## src/rtl/control_pkg.sv

```systemverilog
// rtl/control_pkg.sv - shared state, opcode and IR field definitions for the control sequencer
package control_pkg;

   typedef enum logic [3:0] {
      ST_IDLE = 4'd0,
      ST_T0   = 4'd1,
      ST_T1   = 4'd2,
      ST_T2   = 4'd3,
      ST_T3   = 4'd4,
      ST_T4   = 4'd5,
      ST_T5   = 4'd6,
      ST_T6   = 4'd7,
      ST_HALT = 4'd8
   } state_e;

   localparam logic [4:0] OP_ADD  = 5'b00000;
   localparam logic [4:0] OP_SUB  = 5'b00001;
   localparam logic [4:0] OP_AND  = 5'b00010;
   localparam logic [4:0] OP_OR   = 5'b00011;
   localparam logic [4:0] OP_ROL  = 5'b00100;
   localparam logic [4:0] OP_ROR  = 5'b00101;
   localparam logic [4:0] OP_SHR  = 5'b00110;
   localparam logic [4:0] OP_SHRA = 5'b00111;
   localparam logic [4:0] OP_SHL  = 5'b01000;
   localparam logic [4:0] OP_MUL  = 5'b01001;
   localparam logic [4:0] OP_DIV  = 5'b01010;
   localparam logic [4:0] OP_NEG  = 5'b01011;
   localparam logic [4:0] OP_NOT  = 5'b01100;
   localparam logic [4:0] OP_NOP  = 5'b11010;
   localparam logic [4:0] OP_HALT = 5'b11011;

   localparam int ALU_W    = 13;
   localparam int ALU_ADD  = 0;
   localparam int ALU_SUB  = 1;
   localparam int ALU_AND  = 2;
   localparam int ALU_OR   = 3;
   localparam int ALU_ROL  = 4;
   localparam int ALU_ROR  = 5;
   localparam int ALU_SHR  = 6;
   localparam int ALU_SHRA = 7;
   localparam int ALU_SHL  = 8;
   localparam int ALU_MUL  = 9;
   localparam int ALU_DIV  = 10;
   localparam int ALU_NEG  = 11;
   localparam int ALU_NOT  = 12;

   localparam int OPC_LSB = 27;
   localparam int RA_LSB  = 23;
   localparam int RB_LSB  = 19;
   localparam int RC_LSB  = 15;

   function automatic logic [ALU_W-1:0] alu_onehot(input logic [4:0] op);
      logic [ALU_W-1:0] r;
      r = '0;
      case (op)
         OP_ADD:  r[ALU_ADD]  = 1'b1;
         OP_SUB:  r[ALU_SUB]  = 1'b1;
         OP_AND:  r[ALU_AND]  = 1'b1;
         OP_OR:   r[ALU_OR]   = 1'b1;
         OP_ROL:  r[ALU_ROL]  = 1'b1;
         OP_ROR:  r[ALU_ROR]  = 1'b1;
         OP_SHR:  r[ALU_SHR]  = 1'b1;
         OP_SHRA: r[ALU_SHRA] = 1'b1;
         OP_SHL:  r[ALU_SHL]  = 1'b1;
         OP_MUL:  r[ALU_MUL]  = 1'b1;
         OP_DIV:  r[ALU_DIV]  = 1'b1;
         OP_NEG:  r[ALU_NEG]  = 1'b1;
         OP_NOT:  r[ALU_NOT]  = 1'b1;
         default: r = '0;
      endcase
      return r;
   endfunction

endpackage

```

## src/rtl/control_sequencer_if.sv

```systemverilog
// rtl/control_sequencer_if.sv - sequencer to datapath control bundle
interface control_sequencer_if #(
   parameter int NREGS = 16
);
   logic             run;
   logic             mem_ready;
   logic [31:0]      IR;
   logic [NREGS-1:0] Rout;
   logic [NREGS-1:0] Rin;
   logic             PCout, MDRout, Zhighout, Zlowout, HIout, LOout;
   logic             PCin, IRin, Yin, Zin, MARin, MDRin, HIin, LOin;
   logic             Read, IncPC;
   logic [12:0]      alu_op;
   logic             halted;
   logic             illegal;

   modport master (
      input  run, mem_ready, IR,
      output Rout, Rin, PCout, MDRout, Zhighout, Zlowout, HIout, LOout,
      output PCin, IRin, Yin, Zin, MARin, MDRin, HIin, LOin,
      output Read, IncPC, alu_op, halted, illegal
   );

   modport slave (
      output run, mem_ready, IR,
      input  Rout, Rin, PCout, MDRout, Zhighout, Zlowout, HIout, LOout,
      input  PCin, IRin, Yin, Zin, MARin, MDRin, HIin, LOin,
      input  Read, IncPC, alu_op, halted, illegal
   );
endinterface

```

## src/rtl/reg_decoder_4to16.sv

```systemverilog
// rtl/reg_decoder_4to16.sv - gated 4-to-16 one-hot register select decoder
module reg_decoder_4to16 (
   input  logic [3:0]  sel,
   input  logic        en,
   output logic [15:0] onehot
);
   always_comb begin
      onehot = '0;
      if (en) onehot[sel] = 1'b1;
   end
endmodule

```

## src/rtl/control_sequencer.sv

```systemverilog
// rtl/control_sequencer.sv - hardwired Moore fetch/execute sequencer for the bus datapath
module control_sequencer
   import control_pkg::*;
#(
   parameter int NREGS = 16,
   parameter int OPW   = 5
) (
   input  logic                clk,
   input  logic                reset,
   control_sequencer_if.master bus
);

   state_e          state;
   state_e          state_nxt;
   logic            illegal_q;

   logic [OPW-1:0]  opcode;
   logic [3:0]      ra, rb, rc;
   logic            is_alu, is_muldiv, is_unary, is_nop, is_halt, is_legal;

   logic [3:0]      rout_sel, rin_sel;
   logic            rout_en, rin_en;
   logic [15:0]     rout_dec, rin_dec;
   logic            unused_ir_bits;

   assign opcode = bus.IR[OPC_LSB +: OPW];
   assign ra     = bus.IR[RA_LSB +: 4];
   assign rb     = bus.IR[RB_LSB +: 4];
   assign rc     = bus.IR[RC_LSB +: 4];
   assign unused_ir_bits = ^bus.IR[14:0];

   assign is_alu    = (opcode <= OP_SHL);
   assign is_muldiv = (opcode == OP_MUL) || (opcode == OP_DIV);
   assign is_unary  = (opcode == OP_NEG) || (opcode == OP_NOT);
   assign is_nop    = (opcode == OP_NOP);
   assign is_halt   = (opcode == OP_HALT);
   assign is_legal  = is_alu || is_muldiv || is_unary || is_nop || is_halt;

   always_ff @(posedge clk) begin
      if (reset) begin
         state     <= ST_IDLE;
         illegal_q <= 1'b0;
      end else begin
         state <= state_nxt;
         if (state == ST_T3 && !is_legal) illegal_q <= 1'b1;
      end
   end

   always_comb begin
      state_nxt = state;
      case (state)
         ST_IDLE: if (bus.run) state_nxt = ST_T0;
         ST_T0:   state_nxt = ST_T1;
         ST_T1:   if (bus.mem_ready) state_nxt = ST_T2;
         ST_T2:   state_nxt = ST_T3;
         ST_T3: begin
            if (is_nop)                      state_nxt = ST_T0;
            else if (is_halt || !is_legal)   state_nxt = ST_HALT;
            else if (is_unary)               state_nxt = ST_T5;
            else                             state_nxt = ST_T4;
         end
         ST_T4:   state_nxt = ST_T5;
         // MUL/DIV spend an extra cycle moving the high half of Z into HI
         ST_T5: begin
            if (is_muldiv)    state_nxt = ST_T6;
            else if (bus.run) state_nxt = ST_T0;
            else              state_nxt = ST_IDLE;
         end
         ST_T6:   state_nxt = bus.run ? ST_T0 : ST_IDLE;
         ST_HALT: state_nxt = ST_HALT;
         default: state_nxt = ST_IDLE;
      endcase
   end

   always_comb begin
      rout_en      = 1'b0;
      rout_sel     = rb;
      rin_en       = 1'b0;
      rin_sel      = ra;
      bus.PCout    = 1'b0;
      bus.MDRout   = 1'b0;
      bus.Zhighout = 1'b0;
      bus.Zlowout  = 1'b0;
      bus.HIout    = 1'b0;
      bus.LOout    = 1'b0;
      bus.PCin     = 1'b0;
      bus.IRin     = 1'b0;
      bus.Yin      = 1'b0;
      bus.Zin      = 1'b0;
      bus.MARin    = 1'b0;
      bus.MDRin    = 1'b0;
      bus.HIin     = 1'b0;
      bus.LOin     = 1'b0;
      bus.Read     = 1'b0;
      bus.IncPC    = 1'b0;
      bus.alu_op   = '0;
      bus.halted   = (state == ST_HALT);
      case (state)
         ST_T0: begin
            bus.PCout = 1'b1;
            bus.MARin = 1'b1;
            bus.IncPC = 1'b1;
            bus.PCin  = 1'b1;
         end
         ST_T1: begin
            bus.Read  = 1'b1;
            bus.MDRin = 1'b1;
         end
         ST_T2: begin
            bus.MDRout = 1'b1;
            bus.IRin   = 1'b1;
         end
         // NOP, HALT and illegal opcodes leave every strobe low in T3
         ST_T3: begin
            if (is_unary) begin
               rout_en    = 1'b1;
               bus.alu_op = alu_onehot(opcode);
               bus.Zin    = 1'b1;
            end else if (is_alu || is_muldiv) begin
               rout_en = 1'b1;
               bus.Yin = 1'b1;
            end
         end
         ST_T4: begin
            rout_en    = 1'b1;
            rout_sel   = rc;
            bus.alu_op = alu_onehot(opcode);
            bus.Zin    = 1'b1;
         end
         ST_T5: begin
            bus.Zlowout = 1'b1;
            if (is_muldiv) bus.LOin = 1'b1;
            else           rin_en   = 1'b1;
         end
         ST_T6: begin
            bus.Zhighout = 1'b1;
            bus.HIin     = 1'b1;
         end
         default: ;
      endcase
   end

   reg_decoder_4to16 u_rout_dec (
      .sel    (rout_sel),
      .en     (rout_en),
      .onehot (rout_dec)
   );

   reg_decoder_4to16 u_rin_dec (
      .sel    (rin_sel),
      .en     (rin_en),
      .onehot (rin_dec)
   );

   assign bus.Rout    = rout_dec[NREGS-1:0];
   assign bus.Rin     = rin_dec[NREGS-1:0];
   assign bus.illegal = illegal_q;

endmodule
```

## src/flat_wrapper.sv

```systemverilog
// flat-port wrapper written by rule: the top's interface ports become plain ports
module control_sequencer_flat import control_pkg::*;
#(
   parameter int NREGS = 16,
   parameter int OPW   = 5
)
  (clk, reset, bus_run, bus_mem_ready, bus_IR, bus_Rout, bus_Rin, bus_PCout, bus_MDRout, bus_Zhighout, bus_Zlowout, bus_HIout, bus_LOout, bus_PCin, bus_IRin, bus_Yin, bus_Zin, bus_MARin, bus_MDRin, bus_HIin, bus_LOin, bus_Read, bus_IncPC, bus_alu_op, bus_halted, bus_illegal);
  control_sequencer_if #(.NREGS(NREGS)) bus_i ();
  input  logic clk;
  input  logic reset;
  input wire logic [$bits(bus_i.run)-1:0] bus_run;
  input wire logic [$bits(bus_i.mem_ready)-1:0] bus_mem_ready;
  input wire logic [$bits(bus_i.IR)-1:0] bus_IR;
  output wire logic [$bits(bus_i.Rout)-1:0] bus_Rout;
  output wire logic [$bits(bus_i.Rin)-1:0] bus_Rin;
  output wire logic [$bits(bus_i.PCout)-1:0] bus_PCout;
  output wire logic [$bits(bus_i.MDRout)-1:0] bus_MDRout;
  output wire logic [$bits(bus_i.Zhighout)-1:0] bus_Zhighout;
  output wire logic [$bits(bus_i.Zlowout)-1:0] bus_Zlowout;
  output wire logic [$bits(bus_i.HIout)-1:0] bus_HIout;
  output wire logic [$bits(bus_i.LOout)-1:0] bus_LOout;
  output wire logic [$bits(bus_i.PCin)-1:0] bus_PCin;
  output wire logic [$bits(bus_i.IRin)-1:0] bus_IRin;
  output wire logic [$bits(bus_i.Yin)-1:0] bus_Yin;
  output wire logic [$bits(bus_i.Zin)-1:0] bus_Zin;
  output wire logic [$bits(bus_i.MARin)-1:0] bus_MARin;
  output wire logic [$bits(bus_i.MDRin)-1:0] bus_MDRin;
  output wire logic [$bits(bus_i.HIin)-1:0] bus_HIin;
  output wire logic [$bits(bus_i.LOin)-1:0] bus_LOin;
  output wire logic [$bits(bus_i.Read)-1:0] bus_Read;
  output wire logic [$bits(bus_i.IncPC)-1:0] bus_IncPC;
  output wire logic [$bits(bus_i.alu_op)-1:0] bus_alu_op;
  output wire logic [$bits(bus_i.halted)-1:0] bus_halted;
  output wire logic [$bits(bus_i.illegal)-1:0] bus_illegal;
  assign bus_i.run = bus_run;
  assign bus_i.mem_ready = bus_mem_ready;
  assign bus_i.IR = bus_IR;
  assign bus_Rout = bus_i.Rout;
  assign bus_Rin = bus_i.Rin;
  assign bus_PCout = bus_i.PCout;
  assign bus_MDRout = bus_i.MDRout;
  assign bus_Zhighout = bus_i.Zhighout;
  assign bus_Zlowout = bus_i.Zlowout;
  assign bus_HIout = bus_i.HIout;
  assign bus_LOout = bus_i.LOout;
  assign bus_PCin = bus_i.PCin;
  assign bus_IRin = bus_i.IRin;
  assign bus_Yin = bus_i.Yin;
  assign bus_Zin = bus_i.Zin;
  assign bus_MARin = bus_i.MARin;
  assign bus_MDRin = bus_i.MDRin;
  assign bus_HIin = bus_i.HIin;
  assign bus_LOin = bus_i.LOin;
  assign bus_Read = bus_i.Read;
  assign bus_IncPC = bus_i.IncPC;
  assign bus_alu_op = bus_i.alu_op;
  assign bus_halted = bus_i.halted;
  assign bus_illegal = bus_i.illegal;
  control_sequencer #(.NREGS(NREGS), .OPW(OPW)) u_core (.clk(clk), .reset(reset), .bus(bus_i));
endmodule
```

## config.mk

```make
export PLATFORM = sky130hd
export DESIGN_NAME = control_sequencer_flat
export DESIGN_NICKNAME = d
export VERILOG_FILES = /design/src/rtl/control_pkg.sv /design/src/rtl/control_sequencer_if.sv /design/src/rtl/reg_decoder_4to16.sv /design/src/rtl/control_sequencer.sv /design/src/flat_wrapper.sv
export SDC_FILE = /design/constraint.sdc
export NUM_CORES = 1
export LEC_CHECK = 0
export BUFFER_PORTS_ARGS = -buffer_cell sky130_fd_sc_hd__buf_4
export CAP_MARGIN = 40
export CORE_UTILIZATION = 41
export CTS_CLUSTER_DIAMETER = 30
export DETAILED_ROUTE_END_ITERATION = 10
export PLACE_DENSITY = 0.94
export REMOVE_ABC_BUFFERS = 1
export SLEW_MARGIN = 15
export SYNTH_ARGS = -nofsm -noshare
export SYNTH_HDL_FRONTEND = slang
export SYNTH_SLANG_ARGS = --single-unit
```

## constraint.sdc

```tcl
create_clock -name clk -period 4.4 [get_ports clk]
set_input_delay 0.44 -clock clk [delete_from_list [all_inputs] [get_ports clk]]
set_output_delay 0.44 -clock clk [all_outputs]
set_load 0.01 [all_outputs]
```

==> flow_metrics.py <==
metrics = {
    "yosys": {
        "sequential_cell_area_fraction_in_the_yosys_report": 0.0882,
        "count_of_different_cell_masters_after_synthesis": 46,
        "synthFlopType": "dfxtp_1",
        "synth.cells.most_frequent": "nor2_1, nand2_1, nand2b_1",
        "synth_most_common_cell": "nor2_1",
        "syn_warnings": 0,
        "mappedNetlistArea_sq_um": 1130,
        "ffs_latches_synth": 5,
        "postSynthCellCount": 172,
        "synth-edff-count": 0,
        "top_cell_type_by_total_area_after_synthesis": "nor2_1",
        "syn_avg_cell_area_sq_um": 6.60,
        "yosys.area.top_type_share": 0.142,
        "synth_async_sr_flop_share": 0,
        "ys_top_cells_by_area": "nor2_1, dfxtp_1, nand2b_1, buf_4, nand2_1",
    },
    "detailed_routing": {
        "route.detailed.vias_per_inst": 5.32,
        "detail_route.drc_violations": 0,
        "detail-route-antenna-nets": 0,
        "routed-via-count": 1436,
        "routed_wl_mm": 3.30,
        "dr.first_iter.drc_count": 22,
        "wire_per_inst_um": 12.2,
        "firstDrtPassIters": 4,
    },
    "worst_hold_path": {
        "hold-path-cell-count": 2,
        "hold_path.class": "input pin to flop",
    },
    "timing": {
        "final.period_utilization": 0.700,
        "worst_pin_slew_ps": 590,
        "achievable-frequency_mhz": 325,
        "finalSetupViolations": 0,
        "rsz0062_at_grt": "no",
        "hold_violations": 0,
        "post-route-worst-setup-slack_ps": 1320,
        "relSlewSlack": 0.601,
        "fin_crit_ps": 3080,
        "setup_tns_ps": 0,
        "worst_case_clock_skew_ps": 2.59,
        "slew_viol_final": 0,
    },
    "setup_path": {
        "slowest_stage_cell_on_the_critical_path": "dfxtp_1",
        "timing.critical_path.arrival_ps": 2640,
        "setup.worst_path.class": "flop to output port",
        "worstPathRequired_ps": 3960,
        "startpoint_type": "flop",
        "maximum_fanout_along_the_worst_path": 17,
        "reg2reg_depth": 4,
        "worstSetupEndpointType": "output port",
        "timing.critical_path.cells": "nor4bb_1 > buf_1 > mux2i_1 > nand2_1 > nor2_1 > buf_4",
        "timing.critical_path.slowest_cell_delay_ps": 620,
    },
    "power_and_ir_drop": {
        "static-leakage-power_nw": 0.765,
        "power.density_nw_per_um2": 127,
        "vdd_ir_drop_max_mv": 0.132,
    },
    "placed_design": {
        "gp_congestion": 0.846,
        "post-dp-hpwl_mm": 2.58,
        "pre_cts_setup_slack_ps": 1650,
        "buffer_ports.inserted": 81,
    },
    "grt": {
        "first_global_vias": 1179,
        "wire_length_of_the_first_global_routing_pass_mm": 4.98,
        "grt_util_all_layers": 0.224,
        "grt_max_degree": 18,
        "global_route.overflow_total": 0,
        "initial_antenna_violation_count": 0,
    },
    "finish": {
        "layout.core_utilization": 0.656,
        "drive_gt1_frac": 0.417,
        "final_stage_net_count": 277,
        "antenna-diode-count": 0,
        "areaGrowthSynthToFinish_pct": 47.2,
    },
    "cts": {
        "post_cts_resized": 0,
        "cts_hold_repair.buffers": 0,
        "insertion_delay_ps": 250,
        "cts_num_sinks": 5,
        "tritoncts": "yes",
        "cts-root-to-sink-buffers": 2,
        "htree_num_levels": 1,
        "tritoncts.num_buffers": 3,
        "post_cts.repair.setup_buffers": 0,
        "root_cell_of_the_clock_tree": "clkbuf_4",
        "cts.reportedPaths.clkPinSlew_ps": 50,
    },
    "status": {
        "status": "finished, final reports clean",
    },
    "floorplan": {
        "initial_utilization": 0.446,
        "fp.dieH_um": 54.6,
        "floorplan.die_area_sq_um": 2980,
        "die_width_um": 54.6,
        "placement_rows": 18,
        "design.portCount": 99,
        "design.core.area_sq_um": 2540,
    },
    "job": {
        "cap_viol_max_count": 0,
    },
}
==> placed cells by master, fill, tap and decap left out, types with 2 or more instances in the layout <==
cell type / count
a21oi_1: 3
a31oi_1: 3
and2_1: 2
buf_4: 81
clkbuf_4: 3
conb_1: 2
dfxtp_1: 5
inv_1: 2
mux2_2: 3
mux2i_1: 5
nand2_1: 14
nand2b_1: 13
nand3_1: 5
nand3b_1: 3
nor2_1: 43
nor2b_1: 3
nor3_1: 9
nor3_2: 3
nor4_1: 5
o21ai_0: 4
o22a_1: 2
or3_1: 2
or3_2: 2
==> cell type report <==
cell class | count | area [sq um]
Multi-Input combinational cell | 147 | 887
Timing Repair Buffer | 82 | 612
Clock buffer | 4 | 26.3
Fill cell | 253 | 875
Tap cell | 30 | 37.5
Inverter | 2 | 7.51
Sequential cell | 5 | 100
==> path summary, 6_finish.rpt <==
| kind | startpoint | end | slack, ps |
|---|---|---|---|
| hold reg to reg | u_core.bus.illegal | u_core.bus.illegal | 470 |
| setup / recovery | u_core.state[0] | bus_Rout[4] | 1320 |
| hold / removal | reset | u_core.bus.illegal | 360 |
| setup reg to reg | u_core.state[2] | u_core.state[2] | 2790 |
==> sequential cells by signal, summed over array words and instances, names as in the netlist <==
name                count
u_core.state            4
u_core.bus.illegal      1
==> stage by stage <==
step / power [mW] / cell area (sq um) / hold WS, ps / instances
after CTS: 0.213 / 1670 / 365 / 270
after detailed placement: 0.156 / 1640 / 463 / 266
after floorplan: 0.108 / 995 / 505 / 154
after global placement: 0.154 / 1640 / 457 / 265
final: 0.213 / 1670 / 364 / 270
after global routing: 0.230 / 1670 / 368 / 270
==> critical path, delay by kind of cell, from the launching register on <==
kind          cells  cell delay (ps)
buf+inv           2              380
flops             1              620
mux               1              500
simple gates      3              880
==> where the power goes <==
group	switching [mW]	internal [mW]
registers	0.0123	0.0486
clock network	0.0228	0.0345
logic	0.0474	0.0471
==> kinds of logic after synthesis <==
family                 Yosys count  share of synthesized area
flip-flops                       5                     0.0882
AO/OA/AOI/OAI                   23                      0.154
buffers and inverters           21                      0.133
AND/OR/NAND/NOR                113                      0.539
multiplexers                     8                     0.0739
other                            1                    0.00330
XOR/XNOR                         1                    0.00772
==> routing by layer <==
metal  GRT usage  share of wire  up-vias
li1            -              -      729
met1       0.266           0.42      642
met2       0.402           0.50       60
met3      0.0333          0.063        5
met4      0.0726          0.013        0
met5           0              0        -
Power figures use the tool's default switching activity.
